File: src/rtl/ntt_pkg.sv
// rtl/ntt_pkg.sv - shared defaults, FSM encoding and constant helpers for ntt_iter
package ntt_pkg;

  localparam int N_DEF     = 9;
  localparam int D_DEF     = 8;
  localparam int Q_DEF     = 257;
  localparam int W_DEF     = 4;
  localparam int W_INV_DEF = 193;
  localparam int D_INV_DEF = 225;
  localparam int LOGD      = $clog2(D_DEF);

  typedef enum logic [1:0] {IDLE, LOAD, COMPUTE, UNLOAD} state_t;

  function automatic int bitrev(input int k, input int bits);
    int r;
    r = 0;
    for (int i = 0; i < bits; i++) r = (r << 1) | ((k >> i) & 1);
    return r;
  endfunction

  function automatic int modpow(input int b, input int e, input int q);
    longint r;
    r = 1;
    for (int i = 0; i < e; i++) r = (r * longint'(b)) % longint'(q);
    return int'(r);
  endfunction

endpackage

File: src/rtl/ntt_butterfly.sv
// rtl/ntt_butterfly.sv - combinational radix-2 butterfly (a+b*t, a-b*t) mod Q
module ntt_butterfly
  import ntt_pkg::*;
#(
  parameter int N = N_DEF,
  parameter int Q = Q_DEF
) (
  input  logic [N-1:0] a,
  input  logic [N-1:0] b,
  input  logic [N-1:0] t,
  output logic [N-1:0] x,
  output logic [N-1:0] y
);

  localparam logic [N:0]     QN = (N+1)'(Q);
  localparam logic [2*N-1:0] Q2 = (2*N)'(Q);

  logic [2*N-1:0] prod;
  logic [N-1:0]   p;
  logic [N:0]     sum;
  logic [N:0]     diff;

  // a and p are both below Q, so one conditional subtract reduces each result
  assign prod = {{N{1'b0}}, b} * {{N{1'b0}}, t};
  assign p    = N'(prod % Q2);
  assign sum  = {1'b0, a} + {1'b0, p};
  assign diff = {1'b0, a} + QN - {1'b0, p};
  assign x    = N'((sum >= QN) ? sum - QN : sum);
  assign y    = N'((diff >= QN) ? diff - QN : diff);

endmodule

File: src/rtl/ntt_iter.sv
// rtl/ntt_iter.sv - iterative D-point NTT, one butterfly per cycle; NTT_ITER_INTT_EN adds inverse mode
module ntt_iter
  import ntt_pkg::*;
#(
  parameter int N     = N_DEF,
  parameter int D     = D_DEF,
  parameter int Q     = Q_DEF,
  parameter int W     = W_DEF,
  parameter int W_INV = W_INV_DEF,
  parameter int D_INV = D_INV_DEF
) (
  input  logic         clk,
  input  logic         rst_n,
  input  logic         start,
`ifdef NTT_ITER_INTT_EN
  input  logic         inverse,
`endif
  input  logic         in_valid,
  output logic         in_ready,
  input  logic [N-1:0] in_data,
  output logic         out_valid,
  input  logic         out_ready,
  output logic [N-1:0] out_data,
  output logic         busy,
  output logic         done
);

  localparam int LG = $clog2(D);
  localparam int SW = $clog2(LG);
  localparam int HD = D / 2;
  localparam logic [N:0] QN = (N+1)'(Q);

  state_t        state;
  logic [LG-1:0] idx;
  logic [LG-2:0] bj;
  logic [SW-1:0] stg;
  logic [N-1:0]  mem [D];
  logic [N-1:0]  tw_fwd [HD];
  logic [N-1:0]  tw;
  logic [LG-1:0] lo;
  logic [LG-1:0] hi;
  logic [LG-2:0] tidx;
  logic [N-1:0]  bf_x;
  logic [N-1:0]  bf_y;
  logic [N:0]    in_ext;
  logic [N-1:0]  in_red;
  logic [N-1:0]  rdata;

  for (genvar g = 0; g < HD; g++) begin : g_tw_fwd
    assign tw_fwd[g] = N'(modpow(W, g, Q));
  end

`ifdef NTT_ITER_INTT_EN
  localparam logic [2*N-1:0] Q2  = (2*N)'(Q);
  localparam logic [2*N-1:0] DI2 = (2*N)'(D_INV);

  logic           inv_r;
  logic [N-1:0]   tw_inv [HD];
  logic [2*N-1:0] sprod;

  for (genvar g = 0; g < HD; g++) begin : g_tw_inv
    assign tw_inv[g] = N'(modpow(W_INV, g, Q));
  end

  assign tw    = inv_r ? tw_inv[tidx] : tw_fwd[tidx];
  assign sprod = {{N{1'b0}}, mem[idx]} * DI2;
  assign rdata = inv_r ? N'(sprod % Q2) : mem[idx];
`else
  assign tw    = tw_fwd[tidx];
  assign rdata = mem[idx];
`endif

  assign in_ext   = {1'b0, in_data};
  assign in_red   = N'((in_ext >= QN) ? in_ext - QN : in_ext);
  assign out_data = out_valid ? rdata : '0;

  // Butterfly j of stage s pairs lo/hi = lo+2^s with twiddle exponent (j mod 2^s) * D/2^(s+1)
  always_comb begin
    int jj;
    int hh;
    jj   = int'(bj);
    hh   = 1 << stg;
    lo   = LG'(((jj >> stg) << (stg + 1)) | (jj & (hh - 1)));
    hi   = lo + LG'(hh);
    tidx = (LG-1)'((jj & (hh - 1)) << (LG - 1 - int'(stg)));
  end

  ntt_butterfly #(.N(N), .Q(Q)) u_bf (
    .a (mem[lo]),
    .b (mem[hi]),
    .t (tw),
    .x (bf_x),
    .y (bf_y)
  );

  always_ff @(posedge clk) begin
    if (rst_n) begin
      if (state == LOAD && in_valid && in_ready) begin
        mem[LG'(bitrev(int'(idx), LG))] <= in_red;
      end else if (state == COMPUTE) begin
        mem[lo] <= bf_x;
        mem[hi] <= bf_y;
      end
    end
  end

  always_ff @(posedge clk) begin
    if (!rst_n) begin
      state     <= IDLE;
      idx       <= '0;
      bj        <= '0;
      stg       <= '0;
      in_ready  <= 1'b0;
      out_valid <= 1'b0;
      busy      <= 1'b0;
      done      <= 1'b0;
`ifdef NTT_ITER_INTT_EN
      inv_r     <= 1'b0;
`endif
    end else begin
      done <= 1'b0;
      case (state)
        IDLE: begin
          // the done cycle is already IDLE; a start there is deliberately dropped
          if (start && !done) begin
            state    <= LOAD;
            busy     <= 1'b1;
            in_ready <= 1'b1;
            idx      <= '0;
`ifdef NTT_ITER_INTT_EN
            inv_r    <= inverse;
`endif
          end
        end
        LOAD: begin
          if (in_valid) begin
            if (idx == LG'(D - 1)) begin
              state    <= COMPUTE;
              in_ready <= 1'b0;
              idx      <= '0;
            end else begin
              idx <= idx + 1'b1;
            end
          end
        end
        COMPUTE: begin
          if (bj == (LG-1)'(HD - 1)) begin
            bj <= '0;
            if (stg == SW'(LG - 1)) begin
              stg       <= '0;
              state     <= UNLOAD;
              out_valid <= 1'b1;
            end else begin
              stg <= stg + 1'b1;
            end
          end else begin
            bj <= bj + 1'b1;
          end
        end
        UNLOAD: begin
          if (out_ready) begin
            if (idx == LG'(D - 1)) begin
              idx       <= '0;
              out_valid <= 1'b0;
              busy      <= 1'b0;
              done      <= 1'b1;
              state     <= IDLE;
            end else begin
              idx <= idx + 1'b1;
            end
          end
        end
        default: state <= IDLE;
      endcase
    end
  end

endmodule
File: config.mk
export PLATFORM = sky130hd
export DESIGN_NAME = ntt_iter
export DESIGN_NICKNAME = d
export VERILOG_FILES = /design/src/rtl/ntt_pkg.sv /design/src/rtl/ntt_butterfly.sv /design/src/rtl/ntt_iter.sv
export SDC_FILE = /design/constraint.sdc
export NUM_CORES = 1
export LEC_CHECK = 0
export CORE_MARGIN = 2
export CORE_UTILIZATION = 40
export DETAILED_ROUTE_END_ITERATION = 10
export GPL_TIMING_DRIVEN = 0
export PLACE_DENSITY = 0.61
export SYNTH_ARGS = -nofsm -noshare
export SYNTH_HDL_FRONTEND = slang
export SYNTH_SLANG_ARGS = --single-unit
File: constraint.sdc
create_clock -name clk -period 23.6 [get_ports clk]
set_input_delay 3.54 -clock clk [delete_from_list [all_inputs] [get_ports clk]]
set_output_delay 3.54 -clock clk [all_outputs]
set_load 0.02 [all_outputs]
==> results.sh <==
export IMPL_arrival_ps=21930
export IMPL_cts_root_buf="sky130_fd_sc_hd__clkbuf_16"
export IMPL_dieWidth_um=172.3
export IMPL_synth_sequential_area_ratio_pct=21.92
export IMPL_worst_ir_drop_vdd_mv=0.1155
export IMPL_crit_fanout=10
export IMPL_worst_clock_skew_ps=9.005
export IMPL_first_pass_iteration_count_of_the_detailed_router=6
export IMPL_grt_util_met2_pct=39.64
export IMPL_initial_core_util_pct=40.66
export IMPL_fin_worst_hold_slack_ps=514.4
export IMPL_place_hpwl_um=25100
export IMPL_grt_met3_usage_pct=2.838
export IMPL_insertedDiodeCount=0
export IMPL_synth_xor_area_share_pct=6.020
export IMPL_end_kind="flip-flop"
export IMPL_setup_repair_after_global_routing_missed_its_margin="false"
export IMPL_drcViolationCount=0
export IMPL_finish_utilization_pct=44.39
export IMPL_status="finished with violations"
export IMPL_synth_edf_count=72
export IMPL_clockPowerShare_pct=11.5
export IMPL_met1_usage_pct=29.84
export IMPL_port_buffers=26
export IMPL_synth_yosys_warnings=0
export IMPL_layout_cells_most_common_list="sky130_fd_sc_hd__nand2_1 (177), sky130_fd_sc_hd__mux2i_1 (99), sky130_fd_sc_hd__ha_1 (90)"
export IMPL_worst_path_dominant_cell_family="compound AO/OA/AOI/OAI gates"
export IMPL_ys_ff_latch=88
export IMPL_dp_slack_ps=1416
export IMPL_min_period_over_period_pct=92.62
export IMPL_grt_most_used_layer="met2"
export IMPL_main_combinational_cell_family_by_area_after_synthesis="simple AND/OR/NAND/NOR gates"
export IMPL_p_leak_nw=4.803
export IMPL_core_rowCount=61
export IMPL_slowest_delay_ps=870
export IMPL_design_core_area_sq_um=27860
export IMPL_max_capacitance_violation_count=1
export IMPL_h_tree_depth=3
export IMPL_critical_path_n_buffers_inverters=12
export IMPL_p_comb_share_pct=72.2
export IMPL_wirelength_um=33590
export IMPL_vias=10288
export IMPL_swShare_pct=53.29
export IMPL_pin_count_of_the_biggest_net_entering_global_routing=17
export IMPL_p_switching_w=0.0006426
export IMPL_tritoncts_num_sinks=88
export IMPL_path_common_cell="sky130_fd_sc_hd__ha_1"
export IMPL_yosys_cell_types_count=102
export IMPL_post_synth_cell_area_avg_sq_um=8.686
export IMPL_grt_overflow=0
export IMPL_post_route_cell_area_sq_um=12370
export IMPL_wire_length_of_the_first_global_routing_pass_um=53780
export IMPL_post_synth_instance_area_sq_um=11330
export IMPL_min_delay_path_class="flip-flop to flip-flop"
export IMPL_fp_dieArea_sq_um=29680
export IMPL_cts_setup_buffers=0
export IMPL_timing_max_slew_rel_slack_pct=-1.520
export IMPL_place_congestion=0.9080
export IMPL_internal_power_w=0.0005633
export IMPL_pin_count=27
export IMPL_clk_transition_reported_paths_ps=70
export IMPL_gr_usage_all_layers_pct=23.06
export IMPL_criticalPathCategory="flip-flop to flip-flop"
export IMPL_initialDrtViolationCount=1020
export IMPL_grt_antenna_before_repair=0
export IMPL_layout_commonest_cell="sky130_fd_sc_hd__nand2_1"
export IMPL_die_height_um=172.3
export IMPL_aggregate_negative_setup_slack_ps=0
export IMPL_syn_instance_count=1304
export IMPL_critical_path_slowest_cell="sky130_fd_sc_hd__a2111oi_0"
export IMPL_drt_vias_per_instance=5.964
export IMPL_fmax_mhz=45.75
export IMPL_yosys_mux_area_fraction_pct=16.44
export IMPL_timing_worst_slew_pin_value_ps=1520
export IMPL_post_dr_wirelength_cell_um=19.47
export IMPL_p_per_area_nw_per_um2=97.51
export IMPL_post_synthesis_adder_cell_area_fraction_pct=12.42
export IMPL_tritoncts_clock_tree="built"
export IMPL_ctsLongestPathBuffers=2
export IMPL_min_period_ps=21860
export IMPL_area_growth_pct=9.180
export IMPL_synth_simple_area_share_pct=21.51
export IMPL_crit_path_start_kind="flip-flop"
export IMPL_cts_buffers=9
export IMPL_synth_compound_area_share_pct=17.62
export IMPL_timing_final_hold_violations=0
export IMPL_synth_top_flop_cell="sky130_fd_sc_hd__edfxtp_1"
export IMPL_finalSetupViolations=0
export IMPL_via_count_of_the_first_global_routing_pass=10020
export IMPL_post_route_worst_setup_slack_ps=1743
export IMPL_antenna_violating_nets_post_route=0
export IMPL_clock_latency_at_the_later_pin_of_the_worst_skew_pair_ps=350
export IMPL_violations="max-capacitance violations, max-slew violations"
export IMPL_layout_drive_gt1_share_pct=8.018
export IMPL_dpl_cell_area_sq_um=12080
export IMPL_syn_num_nets=1422
export IMPL_final_max_slew_violation_count=10
export IMPL_cp_required_ps=23670
export IMPL_sequentialPowerShare_pct=16.3
export IMPL_synth_async_reset_ratio_pct=0
export IMPL_net_count_of_the_finished_layout=1461
## cells by family after synthesis
| family | after synthesis |
|---|---|
| AO/OA/AOI/OAI | 279 |
| XOR/XNOR | 77 |
| adder cells (fa/ha/maj) | 104 |
| buffers and inverters | 117 |
| flip-flops | 88 |
| multiplexers | 140 |
| AND/OR/NAND/NOR | 499 |
## cell usage after synthesis (4+ instances only)
master,instances,share of area (%)
sky130_fd_sc_hd__nand2_1,177,5.9
sky130_fd_sc_hd__mux2i_1,99,8.7
sky130_fd_sc_hd__ha_1,90,9.9
sky130_fd_sc_hd__a21oi_1,83,3.7
sky130_fd_sc_hd__nand3_1,81,3.6
sky130_fd_sc_hd__nor2_1,77,2.6
sky130_fd_sc_hd__edfxtp_1,72,19
sky130_fd_sc_hd__inv_1,65,2.2
sky130_fd_sc_hd__nor3_1,46,2.0
sky130_fd_sc_hd__xnor2_1,46,3.6
sky130_fd_sc_hd__mux4_2,36,7.2
sky130_fd_sc_hd__o21ai_0,36,1.6
sky130_fd_sc_hd__clkbuf_1,35,1.2
sky130_fd_sc_hd__xor2_1,30,2.3
sky130_fd_sc_hd__and2_1,17,0.94
sky130_fd_sc_hd__dfxtp_1,16,2.8
sky130_fd_sc_hd__o21bai_1,15,0.99
sky130_fd_sc_hd__a31oi_1,14,0.77
sky130_fd_sc_hd__fa_1,14,2.5
sky130_fd_sc_hd__nor2b_1,14,0.77
sky130_fd_sc_hd__a21o_1,12,0.80
sky130_fd_sc_hd__nand4_1,11,0.61
sky130_fd_sc_hd__a211oi_1,9,0.60
sky130_fd_sc_hd__and3_1,9,0.50
sky130_fd_sc_hd__buf_1,9,0.30
sky130_fd_sc_hd__or2_2,9,0.50
sky130_fd_sc_hd__nand2b_1,8,0.44
sky130_fd_sc_hd__o211ai_1,8,0.53
sky130_fd_sc_hd__o21ai_1,7,0.31
sky130_fd_sc_hd__or3_1,7,0.39
sky130_fd_sc_hd__nor4_1,6,0.33
sky130_fd_sc_hd__o21a_1,6,0.40
sky130_fd_sc_hd__a211o_1,5,0.39
sky130_fd_sc_hd__and4_1,5,0.39
sky130_fd_sc_hd__nand3b_1,5,0.33
sky130_fd_sc_hd__o211a_1,5,0.44
sky130_fd_sc_hd__a21boi_0,4,0.27
sky130_fd_sc_hd__a2bb2oi_1,4,0.31
sky130_fd_sc_hd__a32oi_1,4,0.31
sky130_fd_sc_hd__a41oi_1,4,0.31
sky130_fd_sc_hd__buf_2,4,0.18
sky130_fd_sc_hd__o22ai_1,4,0.22
sky130_fd_sc_hd__o32ai_1,4,0.31
## state kept, by name, summed over array words and instances (netlist names), named ones only
signal	flops
bj	2
busy	1
done	1
idx	3
in_ready	1
mem	72
out_valid	1
state	2
stg	2
## stage by stage
stage / power, W / cells
2_1_floorplan: 0.0008353 / 1304
3_3_place_gp: 0.001049 / 1708
3_5_place_dp: 0.001058 / 1710
4_1_cts: 0.001200 / 1725
5_1_grt: 0.001298 / 1725
6_report: 0.001206 / 1725
## repair_timing
| action | 4_1_cts | 5_1_grt |
|---|---|---|
| hold endpoints to repair | 0 | 0 |
| setup endpoints to repair | 0 | 24 |
| resized for setup | 0 | 4 |
| hold buffers | 0 | 0 |
## worst paths after layout
check	slack, ps	start	cells after the start	to
setup / recovery	1740	stg[0]	67	mem[5][5]
hold / removal	510	busy	2	busy
setup reg to reg	1740	stg[0]	67	mem[5][5]
hold reg to reg	510	busy	2	busy
## metal layers
metal	part of all wire [%]	vias to the layer above
met1	43	4881
met3	6.8	65
met2	47	421
met5	0	-
li1	-	4921
met4	3.2	0
## power groups by stage
stage / logic [W] / clock network (W) / registers [W]
CTS: 0.000866 / 0.000137 / 0.000197
floorplan: 0.000636 / 0 / 0.000199
global route: 0.000956 / 0.000144 / 0.000198
global placement: 0.000849 / 0 / 0.000200
finish: 0.000871 / 0.000138 / 0.000197
detailed placement: 0.000858 / 0 / 0.000200
## worst min-delay path: stages, from the launching register on
cell	delay (ps)
sky130_fd_sc_hd__dfxtp_1	330
sky130_fd_sc_hd__o21ai_0	80
sky130_fd_sc_hd__a21oi_1	70
## layout make-up
cell class	instances	area, sq um
buffer	51	216.5
clock buffer	9	225.2
clock inverter	6	51.30
fill	2812	15490
inverter	66	247.7
multi-input combinational	1099	8388
sequential	88	2482
tap	378	473.0
timing repair buffer	28	282.8
Power figures use the tool's default switching activity.
